[src/rtl/sr_latch_bank.sv]
// Bank of independent clocked set/reset cells with glitch filtering,
// selectable both-asserted resolution, change strobes and sticky conflicts.
module sr_latch_bank #(
    parameter int                  CHANNELS = 8,
    parameter int                  MODE     = 0,
    parameter int                  FILTER   = 2,
    parameter logic [CHANNELS-1:0] INIT     = '0
) (
    input  logic                clk,
    input  logic                rst_n,
    input  logic [CHANNELS-1:0] set,
    input  logic [CHANNELS-1:0] reset,
    input  logic                conflict_clr,
    output logic [CHANNELS-1:0] q,
    output logic [CHANNELS-1:0] qbar,
    output logic [CHANNELS-1:0] q_changed,
    output logic [CHANNELS-1:0] conflict
);

    localparam int            CW   = (FILTER < 1) ? 1 : $clog2(FILTER + 1);
    localparam logic [CW-1:0] FMAX = CW'(FILTER);

    genvar g;
    for (g = 0; g < CHANNELS; g++) begin : g_ch
        logic [1:0]    p_q;
        logic [1:0]    pair;
        logic [CW-1:0] cnt_q;
        logic [CW-1:0] cnt_d;
        logic          fired_q;
        logic          fired_d;
        logic          q_q;
        logic          q_d;
        logic          qbar_q;
        logic          chg_q;
        logic          conf_q;
        logic          conf_d;
        logic          same;
        logic          qual;

        assign pair = {set[g], reset[g]};
        assign same = (pair == p_q);
        // The acting edge itself must still see the same pair
        assign qual = same && (cnt_q == FMAX);

        always_comb begin
            cnt_d = '0;
            if (same) begin
                cnt_d = (cnt_q == FMAX) ? cnt_q : cnt_q + 1'b1;
            end
            fired_d = same && (fired_q || qual);
            q_d     = q_q;
            if (qual) begin
                unique case (p_q)
                    2'b10: q_d = 1'b1;
                    2'b01: q_d = 1'b0;
                    2'b11: begin
                        if (MODE == 0) begin
                            q_d = 1'b0;
                        end else if (MODE == 1) begin
                            q_d = 1'b1;
                        end else if (MODE == 3 && !fired_q) begin
                            q_d = ~q_q;
                        end
                    end
                    default: q_d = q_q;
                endcase
            end
            conf_d = (qual && (p_q == 2'b11)) || (conf_q && !conflict_clr);
        end

        always_ff @(posedge clk) begin
            if (!rst_n) begin
                p_q     <= 2'b00;
                cnt_q   <= '0;
                fired_q <= 1'b1;
                q_q     <= INIT[g];
                qbar_q  <= ~INIT[g];
                chg_q   <= 1'b0;
                conf_q  <= 1'b0;
            end else begin
                p_q     <= pair;
                cnt_q   <= cnt_d;
                fired_q <= fired_d;
                q_q     <= q_d;
                qbar_q  <= ~q_d;
                chg_q   <= (q_d != q_q);
                conf_q  <= conf_d;
            end
        end

        assign q[g]         = q_q;
        assign qbar[g]      = qbar_q;
        assign q_changed[g] = chg_q;
        assign conflict[g]  = conf_q;
    end

endmodule

[config.mk]
export PLATFORM = sky130hd
export DESIGN_NAME = sr_latch_bank
export DESIGN_NICKNAME = d
export VERILOG_FILES = /design/src/rtl/sr_latch_bank.sv
export SDC_FILE = /design/constraint.sdc
export NUM_CORES = 1
export LEC_CHECK = 0
export CAP_MARGIN = 25
export CORE_MARGIN = 3
export CORE_UTILIZATION = 47
export DETAILED_ROUTE_END_ITERATION = 10
export GPL_ROUTABILITY_DRIVEN = 0
export PLACE_DENSITY = 0.76
export SLEW_MARGIN = 10
export SYNTH_ARGS = -nofsm -noshare
export SYNTH_HDL_FRONTEND = slang
export SYNTH_SLANG_ARGS = --single-unit
[constraint.sdc]
create_clock -name clk -period 1.22 [get_ports clk]
set_input_delay 0.244 -clock clk [delete_from_list [all_inputs] [get_ports clk]]
set_output_delay 0.244 -clock clk [all_outputs]
set_load 0.005 [all_outputs]
==> results of run 1 <==
## synth_stat cells
master	n	area [µm²]
or3b_4	8	90.1
a32oi_1	1	8.76
and3_1	1	6.26
o211a_1	8	80.1
nand3_1	8	40.0
a21oi_1	16	80.1
nor2_1	25	93.8
o22ai_1	5	31.3
nor3b_1	8	60.1
o2bb2ai_1	2	17.5
o211ai_1	8	60.1
and2_1	23	144
a41o_1	7	70.1
a21o_1	1	7.51
buf_4	32	240
buf_2	1	5.00
dfxtp_1	64	1280
inv_1	14	52.6
ha_1	8	100
xnor2_1	8	70.1
nor3b_2	8	100
inv_2	1	3.75
xor2_1	16	140
clkbuf_1	3	11.3
nand2_1	7	26.3
## worst max path at each step
stage,slack (ps),cells after the start,end,from
after floorplan,60,5,register,g_ch[0].cnt_q[0]
after detailed placement,-350,4,g_ch[7].chg_q,reset[7]
after CTS,3,4,g_ch[0].chg_q,reset[0]
after global placement,-340,4,g_ch[5].chg_q,reset[5]
final,30,4,g_ch[6].chg_q,reset[6]
after global routing,-20,3,g_ch[4].chg_q,g_ch[4].p_q[0]
## worst max-delay path: stages
cell,delay [ps]
clkdlybuf4s50_1,440
xnor2_1,200
or3b_4,420
nor3b_2,150
## routing by layer
metal	vias to the layer above	global-route usage	wire length [µm]
li1	1058	-	-
met1	955	0.204	2500
met2	43	0.253	2430
met3	8	0.0395	235
met4	0	0.0877	100
met5	-	0	0
## area by class of cell
cell class,count,area [µm²],share of cell area
Tap cell,72,90.1,0.0249
Clock buffer,13,149,0.0411
Sequential cell,64,1300,0.360
Timing Repair Buffer,84,733,0.202
Clock inverter,1,5.00,0.00138
Multi-Input combinational cell,168,1280,0.354
Inverter,15,58.8,0.0162
## cells by family after synthesis
group / count (synthesis) / synth area share
AOI/OAI and AO/OA: 48 / 0.126
buffers and inverters: 51 / 0.111
adders and majority gates: 8 / 0.0355
DFF: 64 / 0.454
xor gates and xnor gates: 24 / 0.0745
and+or+nand+nor: 88 / 0.199
## repair_timing
action / CTS / global route
gates cloned: 0 / 0
buffers inserted: 2 / 1
pin swaps: 2 / 1
gates resized for setup: 44 / 27
endpoints found under the setup margin: 34 / 28
## power groups by stage
| stage | sequential (µW) | clock [µW] | combinational, µW |
|---|---|---|---|
| final | 2190 | 1490 | 461 |
| after global routing | 2200 | 1640 | 515 |
| after CTS | 2190 | 1550 | 449 |
| after detailed placement | 2230 | 0 | 446 |
| after global placement | 2230 | 0 | 438 |
| after floorplan | 2230 | 0 | 222 |
## stage by stage
step | std cells | setup WS, ps | hold WS [ps] | TNS [ps]
after floorplan | 283 | 55.5 | 366 | 0
after global placement | 400 | -336 | 469 | -12030
after detailed placement | 400 | -354 | 485 | -12620
after CTS | 416 | 3.18 | 423 | 0
after global routing | 417 | -16.7 | 256 | -16.7
final | 417 | 25.6 | 221 | 0
==> impl_metrics.yaml, run 1 <==
layout:
  fin_nets: 369
  diodes: 0
  utilization: 0.642
  drive_above_1_share: 0.264
  final_common_cell: "dfxtp_1"
  area_growth_pct: 28.4
  final_cell_mix: "dfxtp_1, buf_4, dlygate4sd2_1"
  fillCellCount: 470
  stdcell_area_mm2: 0.00362
clock_network:
  h-tree-depth: 3
  clock-root-buffer: "clkbuf_8"
  clk_path_buf_depth: 2
  clock_sinks: 64
  path_clk_slew_ps: 60
  numCtsBuffers: 9
  cts_tree: "done"
  clkLatencyLatePin_ps: 330
  cts_hold_buffers: 0
floorplanning:
  rows: 27
  core_mm2: 0.00564
  dieArea_mm2: 0.00697
  start_util: 0.500
  io-pin-count: 51
  die_w_um: 83.5
  die_h_um: 83.5
placed_design:
  numPortBuffers: 50
  dp_hpwl_mm: 3.66
  dpl-instance-area_mm2: 0.00339
sta:
  drv_slew: 0
  fmax_mhz: 837
  relSlewSlack: 0.767
  period_needed_ps: 1190
  finClkSkew_ps: 7.73
  worstMarginPinSlew_ps: 349
  min_period_over_period: 0.979
  setup_viol: 0
  hold_violations: 0
detailed_routing:
  drtAntennaViolNets: 0
  drt_iter0_markers: 61
  drcViolationCount: 0
  num_vias: 2064
  wl_per_cell_um: 12.6
  via_per_inst: 4.95
  firstDrtPassIters: 4
  drt_wl_total_mm: 5.27
power_and_ir_drop:
  clockPowerShare: 0.360
  p_sw_uw: 969
  power_uw: 4150
  combPwrFrac: 0.111
  switching_share: 0.234
  power_frac_seq: 0.529
  intPower_uw: 3180
  p_leak_uw: 0.00172
  vdd_drop_max_v: 0.000621
  power_density_mw_per_mm2: 1150
grt:
  grt_max_degree: 40
  antenna_found_initial: 0
  track_usage: 0.161
  grt_pass1_wl_mm: 9.04
  grt-ovfl-total: 0
  grt_pass1_vias: 2001
worst_setup_path:
  rr_endpoint: "g_ch[6].chg_q"
  cp_max_fo: 3
  crit_type: "in -> reg"
  cp-end-kind: "register"
  cp.required_ps: 1480
  crit_arrival_ps: 1450
  cp-start-kind: "primary input"
  r2r_slack_ps: 50
  ff2ff_path_depth: 3
  worstReg2RegStart: "g_ch[6].p_q[0]"
synth:
  synth_cells: 283
  synth.avg_cell_area_um2: 9.97
  yosysWarnings: 0
  syn-num-nets: 310
  synth.distinct_cells: 25
  synth_seq_area_share: 0.454
  synth_seq_cells: 64
  syn_area_mm2: 0.00282
hold_path:
  min_to: "g_ch[0].p_q[1]"
  holdPathStages: 2
  worstHoldStart: "set[0]"
  hp-class: "in -> reg"
run_status:
  status: "finished clean"
job:
  drv_cap: 0
No activity file was read; power rests on OpenSTA's default activity.
==> inputs of run 2 (changes only) <==
CELL_PAD_IN_SITES_DETAIL_PLACEMENT = 1   (was default)
CELL_PAD_IN_SITES_GLOBAL_PLACEMENT = 1   (was default)
CORE_UTILIZATION = 36   (was 47)
PLACE_DENSITY = default   (was 0.76)
PLACE_DENSITY_LB_ADDON = 0.1   (was default)
SETUP_SLACK_MARGIN = 0.2   (was default)
==> impl_metrics.yaml, run 2 (synthesized netlist as in run 1, its figures left out) <==
detailed_routing:
  num_vias: 2227
  wl_per_cell_um: 14.8
  drt_wl_total_mm: 6.98
  drtAntennaViolNets: 0
  drt_iter0_markers: 55
  via_per_inst: 4.74
  firstDrtPassIters: 4
  drcViolationCount: 0
grt:
  grt_max_degree: 40
  grt_pass1_wl_mm: 10.8
  antenna_found_initial: 0
  grt_pass1_vias: 2271
  track_usage: 0.157
  grt-ovfl-total: 0
clock_network:
  cts_hold_buffers: 0
  clkLatencyLatePin_ps: 320
  numCtsBuffers: 9
  h-tree-depth: 3
  clk_path_buf_depth: 2
  cts_tree: "done"
  path_clk_slew_ps: 60
  clock_sinks: 64
  clock-root-buffer: "clkbuf_8"
placed_design:
  dpl-instance-area_mm2: 0.00351
  numPortBuffers: 50
  post-place-ws_ps: -387
  dp_hpwl_mm: 4.39
hold_path:
  holdPathStages: 3
  hp-class: "in -> reg"
floorplanning:
  rows: 31
  start_util: 0.381
  core_mm2: 0.00741
  dieArea_mm2: 0.00893
  io-pin-count: 51
  die_w_um: 94.5
  die_h_um: 94.5
worst_setup_path:
  crit_arrival_ps: 1430
  cp_max_fo: 3
  crit_type: "reg -> reg"
  cp-start-kind: "register"
  ff2ff_path_depth: 3
  cp-end-kind: "register"
  cp.required_ps: 1460
sta:
  worstMarginPinSlew_ps: 392
  min_period_over_period: 0.971
  setup_viol: 0
  drv_slew: 0
  fin_ws_ps: 35.0
  fmax_mhz: 844
  finClkSkew_ps: 5.60
  relSlewSlack: 0.738
  hold_violations: 0
  period_needed_ps: 1180
  whs_ps: 422
  rsz0062_at_grt: "yes"
layout:
  fin_nets: 395
  area_growth_pct: 47.3
  utilization: 0.561
  drive_above_1_share: 0.601
  diodes: 0
  final_cell_mix: "buf_4, dfxtp_2, and2_1"
  final_common_cell: "buf_4"
  stdcell_area_mm2: 0.00415
job:
  drv_cap: 0
power_and_ir_drop:
  vdd_drop_max_v: 0.000464
  p_leak_uw: 0.00184
  power_density_mw_per_mm2: 1060
run_status:
  status: "finished clean"
==> run 2: cell count changes in the layout (fill, tap and decap cells not counted), moves of 15 or more <==
cell           change
dfxtp_1           -33
buf_4             +23
dfxtp_2           +23
buf_2             +18
buf_6             +15
dlygate4sd2_1     -15
==> run 2: power breakdown <==
part,switching [µW],internal [µW]
registers,53.9,2140
clock network,720,885
logic,270,321
==> run 2: final cells by class <==
type	instances	area [µm²]
multi-input combinational	168	1570
fill	805	3250
sequential	64	1370
tap	99	124
clock buffer	14	173
inverter	15	58.8
timing repair buffer	110	862
==> run 2: worst paths after layout <==
path / slack [ps] / startpoint / end
setup / recovery: 40 / g_ch[1].p_q[0] / g_ch[1].chg_q
hold / removal: 420 / set[0] / g_ch[0].p_q[1]
setup reg to reg: 40 / g_ch[1].p_q[0] / g_ch[1].chg_q
hold reg to reg: 510 / g_ch[2].cnt_q[0] / g_ch[2].cnt_q[0]
==> run 2: repair_timing <==
item                       CTS  global route
buffers inserted            23             9
setup endpoints to repair   96            70
pin swaps                   19            17
gates resized for setup    204            47
==> run 2: metal layers <==
layer | share of wire | global-route usage | vias to the layer above
li1 | - | - | 1100
met1 | 0.44 | 0.190 | 1068
met2 | 0.51 | 0.265 | 50
met3 | 0.039 | 0.0335 | 9
met4 | 0.014 | 0.0733 | 0
met5 | 0 | 0 | -
==> run 2: worst max-delay path, cell delays in order (launching register included) <==
cell and delay, ps:
dfxtp_4 360, xnor2_4 160, or3b_4 430, nor3b_2 160
==> run 2: through the flow <==
step           cells  total power, µW  setup TNS, ps
5_1_grt          470             4620              0
3_5_place_dp     424             2720         -14830
4_1_cts          461             4400              0
6_report         470             4390              0
3_3_place_gp     424             2700         -14040
2_1_floorplan    283             2480              0
==> inputs of run 3 (changes only) <==
CORE_UTILIZATION = 32   (was 36)
==> impl_metrics.yaml, run 3 (synthesized netlist as in run 1, its figures left out) <==
sta:
  drv_slew: 0
  fin_ws_ps: 65.2
  finClkSkew_ps: 8.04
  worstMarginPinSlew_ps: 380
  hold_violations: 0
  period_needed_ps: 1150
  min_period_over_period: 0.947
  setup_viol: 0
  rsz0062_at_grt: "yes"
  fmax_mhz: 866
  relSlewSlack: 0.747
floorplanning:
  io-pin-count: 51
  die_w_um: 99.9
  core_mm2: 0.00838
  start_util: 0.336
  rows: 33
  dieArea_mm2: 0.00998
  die_h_um: 99.9
grt:
  grt_pass1_vias: 2380
  grt_pass1_wl_mm: 11.0
  grt_max_degree: 40
  grt-ovfl-total: 0
  antenna_found_initial: 0
  track_usage: 0.141
clock_network:
  clkLatencyLatePin_ps: 330
  numCtsBuffers: 9
  clk_path_buf_depth: 2
  h-tree-depth: 3
  clock_sinks: 64
  cts_tree: "done"
  cts_hold_buffers: 0
  clock-root-buffer: "clkbuf_8"
  path_clk_slew_ps: 70
run_status:
  status: "finished clean"
power_and_ir_drop:
  p_leak_uw: 0.00190
  vdd_drop_max_v: 0.000543
  power_density_mw_per_mm2: 1090
layout:
  utilization: 0.507
  fillCellCount: 937
  final_common_cell: "buf_4"
  stdcell_count: 484
  final_cell_mix: "buf_4, dfxtp_2, and2_1"
  fin_nets: 401
  drive_above_1_share: 0.625
  area_growth_pct: 50.7
  diodes: 0
job:
  drv_cap: 0
worst_setup_path:
  crit_arrival_ps: 1410
  cp.required_ps: 1480
  cp-start-kind: "register"
  cp-end-kind: "register"
  cp_max_fo: 4
  crit_type: "reg -> reg"
placed_design:
  post-place-ws_ps: -382
  place_inst: 433
  numPortBuffers: 50
  dp_hpwl_mm: 4.38
detailed_routing:
  via_per_inst: 4.64
  drcViolationCount: 0
  drt_wl_total_mm: 6.62
  drtAntennaViolNets: 0
  wl_per_cell_um: 13.7
  drt_iter0_markers: 32
  num_vias: 2246
  firstDrtPassIters: 4
hold_path:
  hp-class: "in -> reg"
[run 3: per-stage QoR]
stage	TNS, ps	hold WS [ps]	instance area, µm²	power, µW
after floorplan	0	366	2930	2480
after global placement	-15000	488	3540	2710
after detailed placement	-15630	500	3540	2730
after CTS	0	346	3990	4660
after global routing	0	358	4250	4870
final	0	343	4250	4630
[run 3: critical path, stage by stage, from the launching register on]
cell     delay [ps]
dfxtp_2         350
xor2_2          150
or3b_4          420
nor3b_2         170
[run 3: what timing repair did]
action | CTS | global route
endpoints found under the setup margin | 96 | 79
setup buffers | 24 | 11
pin swaps | 21 | 16
endpoints found under the hold margin | 0 | 0
resized for setup | 205 | 50
[run 3: path summary, 6_finish.rpt]
| check | from | endpoint | slack (ps) | cells after the start |
|---|---|---|---|---|
| worst min register to register | g_ch[3].cnt_q[0] | g_ch[3].cnt_q[0] | 510 | 2 |
| worst max-delay path | g_ch[3].p_q[1] | g_ch[3].chg_q | 70 | 3 |
| worst max register to register | g_ch[3].p_q[1] | g_ch[3].chg_q | 70 | 3 |
| worst min-delay path | set[7] | g_ch[7].p_q[1] | 340 | 3 |
[run 3: power breakdown]
group | internal [µW] | switching, µW
combinational | 339 | 269
sequential | 2140 | 52.3
clock | 1050 | 782
[run 3: cell type report]
cell class	count	area [µm²]	area share
multi-input combinational	168	1610	0.379
sequential	64	1370	0.323
timing repair buffer	116	875	0.206
clock buffer	13	159	0.0374
tap	105	131	0.0309
inverter	15	58.8	0.0138
clock inverter	3	40.0	0.00942
[run 3: layer usage]
| metal | part of all wire | GRT usage |
|---|---|---|
| met1 | 0.42 | 0.160 |
| met2 | 0.52 | 0.251 |
| met3 | 0.049 | 0.0438 |
| met4 | 0.014 | 0.0441 |
| met5 | 0 | 0 |
